$ cat config.mk
export PLATFORM = sky130hd
export DESIGN_NAME = mult_div_unit
export DESIGN_NICKNAME = d
export VERILOG_FILES = /design/src/rtl/mult_div_unit.sv
export SDC_FILE = /design/constraint.sdc
export NUM_CORES = 1
export LEC_CHECK = 0
export BUFFER_PORTS_ARGS = -buffer_cell sky130_fd_sc_hd__buf_2
export CORE_MARGIN = 2
export CORE_UTILIZATION = 50
export CTS_CLUSTER_DIAMETER = 80
export DETAILED_ROUTE_END_ITERATION = 16
export PLACE_DENSITY = 0.73
export SLEW_MARGIN = 25
export SYNTH_ARGS = -nofsm -noshare
export SYNTH_HDL_FRONTEND = slang
export SYNTH_SLANG_ARGS = --single-unit
$ cat constraint.sdc
create_clock -name clk -period 3.53 [get_ports clk]
set_input_delay 0 -clock clk [delete_from_list [all_inputs] [get_ports clk]]
set_output_delay 0 -clock clk [all_outputs]
set_load 0.005 [all_outputs]
$ cat src/rtl/mult_div_unit.sv
// mult_div_unit: iterative MULT/MULTU/DIV/DIVU engine with HI/LO registers.
// Works on unsigned magnitudes over WIDTH cycles, then fixes signs in one extra cycle.
module mult_div_unit #(
    parameter int WIDTH = 32
) (
    input  logic             clk,
    input  logic             rst_n,
    input  logic             start,
    input  logic [1:0]       op,
    input  logic [WIDTH-1:0] rs_val,
    input  logic [WIDTH-1:0] rt_val,
    input  logic             hi_we,
    input  logic             lo_we,
    input  logic [WIDTH-1:0] wr_data,
    output logic             busy,
    output logic             done,
    output logic [WIDTH-1:0] hi,
    output logic [WIDTH-1:0] lo
);
    localparam int CW = $clog2(WIDTH);

    typedef enum logic [1:0] {IDLE, CALC, FIX} state_t;

    state_t             state, state_nx;
    logic [CW-1:0]      cnt;
    logic [WIDTH-1:0]   d;
    logic [2*WIDTH-1:0] p, p_step, prod_s;
    logic [WIDTH:0]     mul_sum, trial;
    logic [WIDTH-1:0]   ma, mb, q_s, r_s, hi_nx, lo_nx;
    logic               sa, sb, is_div, neg_q, neg_r, accept;

    assign sa     = ~op[0] & rs_val[WIDTH-1];
    assign sb     = ~op[0] & rt_val[WIDTH-1];
    assign ma     = sa ? -rs_val : rs_val;
    assign mb     = sb ? -rt_val : rt_val;
    assign accept = (state == IDLE) && start;
    assign busy   = (state != IDLE);

    // p holds {acc, multiplier} for multiply and {remainder, dividend} for divide
    always_comb begin
        mul_sum = {1'b0, p[2*WIDTH-1:WIDTH]} + (p[0] ? {1'b0, d} : '0);
        trial   = p[2*WIDTH-1:WIDTH-1] - {1'b0, d};
        p_step  = is_div ? (trial[WIDTH] ? {p[2*WIDTH-2:0], 1'b0}
                                         : {trial[WIDTH-1:0], p[WIDTH-2:0], 1'b1})
                         : {mul_sum, p[WIDTH-1:1]};
        prod_s  = neg_q ? -p : p;
        q_s     = (d == '0) ? '1 : (neg_q ? -p[WIDTH-1:0] : p[WIDTH-1:0]);
        r_s     = neg_r ? -p[2*WIDTH-1:WIDTH] : p[2*WIDTH-1:WIDTH];
    end

    always_comb begin
        state_nx = state;
        hi_nx    = hi;
        lo_nx    = lo;
        case (state)
            IDLE: begin
                state_nx = start ? CALC : IDLE;
                hi_nx    = (!start && hi_we) ? wr_data : hi;
                lo_nx    = (!start && lo_we) ? wr_data : lo;
            end
            CALC: state_nx = (cnt == CW'(WIDTH - 1)) ? FIX : CALC;
            FIX: begin
                state_nx = IDLE;
                hi_nx    = is_div ? r_s : prod_s[2*WIDTH-1:WIDTH];
                lo_nx    = is_div ? q_s : prod_s[WIDTH-1:0];
            end
            default: state_nx = IDLE;
        endcase
    end

    always_ff @(posedge clk or negedge rst_n) begin
        if (!rst_n) begin
            state  <= IDLE;
            cnt    <= '0;
            d      <= '0;
            p      <= '0;
            is_div <= 1'b0;
            neg_q  <= 1'b0;
            neg_r  <= 1'b0;
            done   <= 1'b0;
            hi     <= '0;
            lo     <= '0;
        end else begin
            state <= state_nx;
            done  <= (state == FIX);
            hi    <= hi_nx;
            lo    <= lo_nx;
            if (accept) begin
                cnt    <= '0;
                d      <= mb;
                p      <= {{WIDTH{1'b0}}, ma};
                is_div <= op[1];
                neg_q  <= sa ^ sb;
                neg_r  <= sa;
            end else if (state == CALC) begin
                cnt <= cnt + 1'b1;
                p   <= p_step;
            end
        end
    end
endmodule

Word-level counts from Yosys, hierarchy flattened
Cells that the tools add are included.
{"block": "word_totals", "out_inout_bits": 66, "register_bits": 171, "elab_cells": 60}
{"block": "classes", "n_mux": 22, "eq_ne": 5, "bitwise_logic": 4, "reduce_logical": 11, "addsub": 8}
{"operator": "$mux 32", "n": 10}
{"operator": "$mux 64", "n": 5}
{"operator": "$neg 32->32", "n": 4}
{"operator": "$pmux 32 s2", "n": 2}
{"operator": "$neg 64->64", "n": 1}
{"operator": "$add 32x32->33", "n": 1}
{"operator": "$sub 33x32->33", "n": 1}
{"operator": "$logic_not 32->1", "n": 1}
{"operator": "$mux 5", "n": 2}
{"operator": "$reduce_bool 2->1", "n": 3}
{"operator": "$add 5x1->5 const B", "n": 1}
{"operator": "$eq 5x5->1 const B", "n": 1}
{"operator": "$ne 2x1->1 const B", "n": 2}
{"operator": "$pmux 2 s2", "n": 1}
{"operator": "$reduce_and 2->1", "n": 2}
{"operator": "$logic_and 1x1->1", "n": 3}
{"operator": "$and 1x1->1", "n": 2}
{"operator": "$eq 2x1->1 const B", "n": 1}
{"operator": "$eq 2x2->1 const B", "n": 1}
{"operator": "$logic_not 2->1", "n": 1}
{"operator": "$mux 2", "n": 1}
{"operator": "$logic_not 1->1", "n": 1}
{"operator": "$mux 1", "n": 1}
{"operator": "$not 1->1", "n": 1}
{"operator": "$xor 1x1->1", "n": 1}

Depth between registers and ports, before layout
Gate-level depths: netlist of run 1.
{"block": "logic_depth", "ltp_word": 5, "mapped_depth": 15}

Worst setup path after synthesis of run 1
No wires, ideal clock.
{"block": "synth_path", "path_type": "register to register", "from": "register p[57]", "to": "register p[59]", "setup_time_ps": 122, "slack_ps": 216, "t_arrival_ps": 3192, "stages_incl_launch_ff": 13, "path_cell_list": "dfrtp_1 ha_1 buf_6 a21oi_4 a21oi_2 or4_1 a31o_1 a211o_1 or3_1 buf_6 a21o_1 a211o_1 a32o_1"}
{"block": "synth_between", "elab_chain_cells": 5}
{"element": "start, declared", "line": "27", "rtl": "logic [2*WIDTH-1:0] p, p_step, prod_s;"}
{"element": "start signal, assigned", "line": "91", "rtl": "p <= {{WIDTH{1'b0}}, ma};"}
{"element": "start signal, assigned", "line": "97", "rtl": "p <= p_step;"}
{"element": "$sub 33x32->33", "line": "42", "rtl": "trial = p[2*WIDTH-1:WIDTH-1] - {1'b0, d};"}
{"element": "$mux 64", "line": "43", "rtl": "p_step = is_div ? (trial[WIDTH] ? {p[2*WIDTH-2:0], 1'b0}"}
{"element": "$mux 64 *", "line": "43"}
{"element": "$mux 64 *", "line": "95", "rtl": "end else if (state == CALC) begin"}
{"element": "$mux 64 *", "line": "88", "rtl": "if (accept) begin"}
Mark *: on every way between the ends. The rest lies on a longest branch, timed or not. The select of a mux whose other input is x is not followed.
A chain may end at the register's enable or synchronous reset.

Worst setup path in the final report of run 1
{"block": "layout_path", "from": "register d[26]", "to": "register p[59]"}
{"block": "layout_between", "elab_chain_cells": 5}
{"element": "start, declared", "line": "26", "rtl": "logic [WIDTH-1:0] d;"}
{"element": "start signal, assigned", "line": "90", "rtl": "d <= mb;"}
{"element": "$sub 33x32->33 / $mux 32 (equally long branches)", "line": "42, 41"}
{"element": "$mux 64 / $add 32x32->33 (equally long branches)", "line": "43, 41"}
{"element": "$mux 64 *", "line": "43"}
{"element": "$mux 64 *", "line": "95"}
{"element": "$mux 64 *", "line": "88"}
Marked as above.

==> results.md, run 1 <==
* Status: finished, violations left
* Failing checks: hold timing
* I/O pin cnt at 169
* Critical path type: flip-flop to flip-flop
* Crit-path cells: inv_1 > ha_2 > a21oi_4 > a21oi_2 > or4_1 > a31o_1 > a211o_1 > or3_1 > buf_4 > a21o_1 > a211o_1 > a32o_1
* Mapped Cells at 1836
* Clock Sinks at 171
* Yosys cell types at 73
* Max Freq at 292 MHz
* Die Footprint at 30200 um2
* Worst-case reg-to-reg path depth at 12
* Footprint of the multi-input gates at 9510 um2
* Worst Hold Launch: rt_val[24]
* Slowest-stage cell, CP: dfrtp_1
* Flops & latches, synth at 171
* Initial antenna violation count at 1
* DRT Pass-1 Iters at 5
* Most used flip-flop cell after synthesis: dfrtp_1
* Clk_lat worst skew at 0.45 ns
* Global Route Usage Sum at 34.6%
* Die Y at 174 um
* Async set-reset flop share out of synthesis at 100%
* Pleak at 0.00792 uW
* DRC at 0
* First-pass GRT wire length at 82800 um
* Clock Path Buffers at 2
* RSZ-0062 raised after global routing: true
* Wire per inst at 21.3 um
* FF-to-FF setup slack at 0.10 ns
* CP max stage delay at 0.41 ns
* Max-cap violations at 0
* Clock Pin Slew Worst Setup and Hold Paths at 0.08 ns
* Iter 0 DRT Violations at 1726
* Post-route antenna net violation count at 0
* Starting Density at 50.5%
* Post-DP HPWL at 39200 um
* Die Width at 174 um
* WP data arrival at 3.77 ns
* Routed vias/inst at 6.27
* Worst slew pin tran at 0.982 ns
* Reg area at 4280 um2
* Slew Viols, Final at 0
* Number of global-route vias before repair at 15000
* Placed cell area at 16000 um2
* Worst Hold Class: primary input to flip-flop
* Hold slack at -0.00341 ns
* Core Region at 28500 um2
* H-tree depth at 4
* Worst Skew at 0.0144 ns
* Overflow after GRT at 0
* Maximum vdd drop at 0.629 mV
* Design area at 17700 um2
* Sequential fraction of the synthesis area at 29.7%
* Crit path to: p[59]
* Final Cycle Share at 97.1%
* Final WL at 53200 um
* Setup TNS Final at 0 ns
* Worst rel slew slack at 34.5%
* Row count at 62
* Share of post-route cells with drive strength above 1 at 16.2%
* Final Hold Vio Count at 2
* CP required at 3.87 ns
* Total CTS buffers at 17
* Largest net degree at the start of global routing at 106
* FF-to-FF Start: d[26]
* Diodes inserted at 0
* Syn_nets at 2011
* Fin nets at 2272
* Via count at 15600
* Worst-path maximum fanout at 7
* Tmin final at 3.43 ns
* Reg-to-reg endpoint: p[59]
* Placed cell count at 2363
* Final Non-Filler Cells at 2494
* Area delta synth->final at 23.0%
* Routability Congestion at 1.03
* Ys Warns at 0
* CTS root buf: clkbuf_16
* Cell area after synthesis at 14400 um2
* Layout fillers at 2510
* Launch point of the worst path: d[26]
* Final number of setup-violating endpoints at 0
* Avg Synthesized Cell Area at 7.86 um2
* Most frequent cell on the critical path: a211o_1
* CP endpoint kind: flip-flop
* IO buf count at 168
* PD cells at 1090 nW/um2
* CTS tree: built
* CP Launch Type: flip-flop
* EDFF count, synth at 0
## cell type report
type                    count  share of cell area [%]
clock buffers              17                    2.40
clock inverters            15                    1.12
inverters                  61                    1.29
multi-input cells        1483                    53.6
flip-flops and latches    171                    24.1
well taps                 384                    2.71
repair buffers            363                    14.7
## cell usage after synthesis (all sizes together) (40+ instances only)
| cell | instances | area share [%] |
|---|---|---|
| ha | 70 | 6.1 |
| mux2i | 55 | 3.8 |
| clkbuf | 106 | 2.8 |
| xnor2 | 114 | 6.9 |
| o21ai | 216 | 7.5 |
| nor2 | 109 | 2.8 |
| xor2 | 57 | 3.5 |
| a21oi | 122 | 4.3 |
| inv | 61 | 1.6 |
| dfrtp | 171 | 30 |
| o211ai | 40 | 2.1 |
| nor3 | 54 | 1.9 |
| nand2 | 230 | 6.0 |
## worst max-delay path, delay by kind of cell (launching register included)
family / cells / cell delay, ns
compound gates: 7 / 1.51
flops: 1 / 0.41
buf+inv: 2 / 0.28
simple gates: 2 / 0.80
fa+ha+maj: 1 / 0.32
## through the flow
step	setup WS, ns	utilization, %	total power [uW]
6_report	0.101	62.1	19400
5_1_grt	-0.0375	62.1	20700
4_1_cts	0.0511	61.8	18700
3_5_place_dp	0.0258	56.2	16600
3_3_place_gp	0.0560	56.2	16400
2_1_floorplan	0.216	-	12500
## cells in the final DEF, fill, tap and decap left out, types with 8 or more instances in the layout
cell type | netlist | routed
o41ai_1 | 12 | 12
a22oi_1 | 24 | 24
xnor2_1 | 114 | 114
nor2b_1 | 15 | 13
dlygate4sd3_1 | 0 | 96
nand3_1 | 31 | 31
nor2_1 | 109 | 106
o31ai_1 | 18 | 17
o22ai_1 | 37 | 37
a21oi_1 | 120 | 119
nand2b_1 | 14 | 14
a211oi_1 | 12 | 11
buf_4 | 0 | 92
ha_1 | 70 | 68
or4_1 | 8 | 8
clkbuf_16 | 0 | 17
o211ai_1 | 40 | 40
a21o_1 | 34 | 34
and2_1 | 8 | 8
o21a_1 | 13 | 13
and3_1 | 17 | 17
xor2_1 | 57 | 57
nor4_1 | 26 | 26
nand4_1 | 14 | 14
o21ai_0 | 214 | 213
dfrtp_1 | 171 | 170
or3_1 | 22 | 22
nor3_1 | 53 | 52
a31oi_1 | 26 | 26
mux2i_1 | 55 | 53
inv_1 | 61 | 60
nand2_1 | 230 | 228
buf_2 | 3 | 167
a211o_1 | 8 | 8
## kinds of logic (layout without fill, tap and decap cells)
group	count (synthesis)	count (layout)	synth area share (%)
adders and majority gates	72	72	6.35
muxes	56	56	3.90
xor gates and xnor gates	171	171	10.4
DFF	171	171	29.7
AOI/OAI and AO/OA	608	608	25.9
buffers and inverters	182	456	4.92
and+or+nand+nor	576	576	18.9
## where the power goes
part / switching (uW) / internal, uW / leakage, uW / total [uW]
Clock: 978 / 1030 / 0.000296 / 2000
Combinational: 7750 / 5700 / 0.00557 / 13500
Sequential: 993 / 2960 / 0.00206 / 3950
Total: 9720 / 9680 / 0.00792 / 19400
## registers in the layout (all words and copies together), names as in the netlist, 2 cells and up
| register | count |
|---|---|
| d | 32 |
| lo | 32 |
| state | 2 |
| hi | 32 |
| cnt | 5 |
| p | 64 |
## what timing repair did
item                                    CTS  global route
hold endpoints to repair                188             0
buffers inserted                          0             3
gates resized for setup                   1            20
pin swaps                                 0             5
endpoints found under the setup margin    1            32
hold buffers                             96             0
## worst min path at each step
stage	cells after the start	to
floorplan	0	cnt[0]
global placement	1	lo[10]
detailed placement	1	lo[10]
CTS	3	d[29]
global route	3	d[25]
finish	3	d[24]
## per-layer routing
| layer | up-vias | part of all wire [%] | wire, um | track usage (%) |
|---|---|---|---|---|
| met1 | 7430 | 41 | 21800 | 45.2 |
| li1 | 7188 | - | - | - |
| met4 | 2 | 5.6 | 2990 | 17.7 |
| met5 | - | 0.034 | 18 | 0 |
| met2 | 857 | 45 | 24100 | 55.9 |
| met3 | 165 | 7.9 | 4200 | 5.13 |
No activity file was read; power rests on OpenSTA's default activity.
==> inputs of run 2 (changes only) <==
--- a/config.mk
+++ b/config.mk
@@ -7,10 +7,10 @@
 export LEC_CHECK = 0
 export BUFFER_PORTS_ARGS = -buffer_cell sky130_fd_sc_hd__buf_2
 export CORE_MARGIN = 2
-export CORE_UTILIZATION = 50
+export CORE_UTILIZATION = 55
 export CTS_CLUSTER_DIAMETER = 80
 export DETAILED_ROUTE_END_ITERATION = 16
-export PLACE_DENSITY = 0.73
+export PLACE_DENSITY = 0.79
 export SLEW_MARGIN = 25
 export SYNTH_ARGS = -nofsm -noshare
 export SYNTH_HDL_FRONTEND = slang
==> results.md, run 2 (synthesis results as in run 1) <==
* Critical path type: flip-flop to flip-flop
* Maximum vdd drop at 0.661 mV (+5.1%)
* Max-cap violations at 0 (unchanged)
* CP Launch Type: flip-flop
* Clock Pin Slew Worst Setup and Hold Paths at 0.08 ns (about the same)
* Slowest-stage cell, CP: dfrtp_1
* Worst Hold Class: primary input to flip-flop
* Global Route Usage Sum at 38.8% (+4.2 points)
* Initial antenna violation count at 1 (unchanged)
* Iter 0 DRT Violations at 1942 (+13%)
* Via count at 15900 (+1.8%)
* Area delta synth->final at 22.5%
* Most frequent cells in the layout: 229 x nand2_1, 214 x o21ai_0, 170 x dfrtp_1
* Starting Density at 55.7% (+5.1 points)
* DRC at 0 (unchanged)
* Worst Skew at 0.0175 ns (+0.00311 ns)
* Slew Viols, Final at 0 (unchanged)
* Row count at 59 (-4.8%)
* Worst rel slew slack at 34.3% (-0.21 points)
* Max Freq at 294 MHz (+0.76%)
* Clock Path Buffers at 2 (unchanged)
* Layout fillers at 2080 (-17%)
* H-tree depth at 4 (unchanged)
* DRT Pass-1 Iters at 8 (+3)
* Largest net degree at the start of global routing at 77 (-27%)
* CP max stage delay at 0.43 ns (+0.02 ns)
* Final number of setup-violating endpoints at 0 (unchanged)
* FF-to-FF setup slack at 0.13 ns (+0.03 ns)
* First-pass GRT wire length at 85200 um (+2.9%)
* Overflow after GRT at 0 (unchanged)
* CP top delay family: compound AO/OA/AOI/OAI gates
* Number of global-route vias before repair at 15400 (+3.1%)
* Share of post-route cells with drive strength above 1 at 15.8% (-0.33 points)
* WP data arrival at 3.70 ns (-0.07 ns)
* CP endpoint kind: flip-flop
* Die Width at 166 um (-4.5%)
* Worst-case reg-to-reg path depth at 13 (+1)
* CTS root buf: clkbuf_16
* Worst slew pin tran at 0.986 ns (+0.00427 ns)
* Clk_lat worst skew at 0.44 ns (about the same)
* CP required at 3.82 ns (-0.05 ns)
* Post-layout util at 68.2% (+6.1 points)
* Die Y at 166 um (-4.5%)
* Max FFs per register at 64 (unchanged)
* Final Cycle Share at 96.4% (-0.74 points)
* Worst-path maximum fanout at 20 (+13)
* Setup TNS Final at 0 ns (unchanged)
* Post-route antenna net violation count at 0 (unchanged)
* Die Footprint at 27500 um2 (-8.9%)
* Post-DP HPWL at 39000 um (-0.38%)
* Pleak at 0.00794 uW (+0.25%)
* Routed vias/inst at 6.49 (+3.5%)
* CTS tree: built
* Final WL at 54500 um (+2.5%)
* Commonest non-fill, non-tap cell in the layout: nand2_1
* Worst Path Buf+Inv at 2 (unchanged)
* Status: finished, final reports clean
* I/O pin cnt at 169 (unchanged)
* Placed cell count at 2318 (-1.9%)
* Reg with most FFs: p
* Routability Congestion at 0.980 (-4.8%)
* Clock Sinks at 171 (unchanged)
* Crit-path cells: ha_1 > fa_1 > nor2b_2 > o31ai_1 > a2111oi_1 > nor2_1 > a211oi_1 > buf_4 > nor3_2 > nor2_2 > buf_12 > mux2i_1 > o21ai_0
* Footprint of the multi-input gates at 9490 um2 (-0.17%)
* Final Non-Filler Cells at 2453 (-1.6%)
* Fin nets at 2278 (+0.26%)
* Total CTS buffers at 17 (unchanged)
* CP Depth at 13 (+1)
* Worst hold stages at 3 (unchanged)
* Reg area at 4280 um2 (unchanged)
* PD cells at 1090 nW/um2 (-0.14%)
* Core Region at 25900 um2 (-9.2%)
* Final Hold Vio Count at 0 (-2)
* IO buf count at 168 (unchanged)
* Wire per inst at 22.2 um (+4.2%)
* Tmin final at 3.40 ns (-0.0260 ns)
-- run 2: cell types whose count changed in the layout (fill, tap and decap cells not counted), sizes merged --
cell and delta:
dlygate4sd3 +5, inv +3, clkinvlp -2, diode +2
buf +1, bufinv -1, clkbuf +1, clkinv -1
-- run 2: cell type report --
cell class	instances	share of cell area [%]
Timing Repair Buffer	369	15.0
Tap cell	335	2.37
Clock buffer	18	2.43
Multi-Input combinational cell	1483	53.7
Inverter	61	1.30
Antenna cell	2	0.0283
Clock inverter	14	0.963
Sequential cell	171	24.2
-- run 2: metrics by stage --
step                cell area (um2)  power, uW  setup slack, ns  hold WS (ns)
floorplan                     14400      12500            0.216        -0.296
global placement              16000      16500            0.181       0.00531
detailed placement            16000      16700            0.106       0.00600
CTS                           17600      18900           0.0778       0.00735
global route                  17700      20600         -0.00200       0.00295
finish                        17700      19300            0.127        0.0279
-- run 2: worst paths after layout --
check	start	endpoint
max	d[0]	p[35]
min	rt_val[27]	d[27]
max reg2reg	d[0]	p[35]
min reg2reg	lo[28]	lo[28]
max in group asynchronous	rst_n	lo[0]
min in group asynchronous	rst_n	done
-- run 2: power breakdown --
part	leakage [uW]	internal [uW]	switching (uW)
clock network	0.000292	965	990
registers	0.00206	2950	1030
logic	0.00559	5630	7750
total	0.00794	9540	9760
-- run 2: what timing repair did --
item / in CTS / in global routing
hold buffers: 101 / 0
hold endpoints to repair: 163 / 0
setup endpoints to repair: 0 / 29
buffers inserted: 0 / 0
resized for setup: 0 / 10
-- run 2: worst reg2reg max path: stages (launching register included) --
cell and delay [ns]:
dfrtp_1 0.43, ha_1 0.26, fa_1 0.42, nor2b_2 0.16, o31ai_1 0.12, a2111oi_1 0.38
nor2_1 0.15, a211oi_1 0.28, buf_4 0.18, nor3_2 0.07, nor2_2 0.16, buf_12 0.23
mux2i_1 0.28, o21ai_0 0.14
-- run 2: per-layer routing --
layer	global-route usage, %	vias to the layer above	share of wire [%]
met5	0	-	0
li1	-	7205	-
met2	62.9	986	46
met4	23.1	0	6.9
met1	48.6	7501	39
met3	6.89	234	8.8
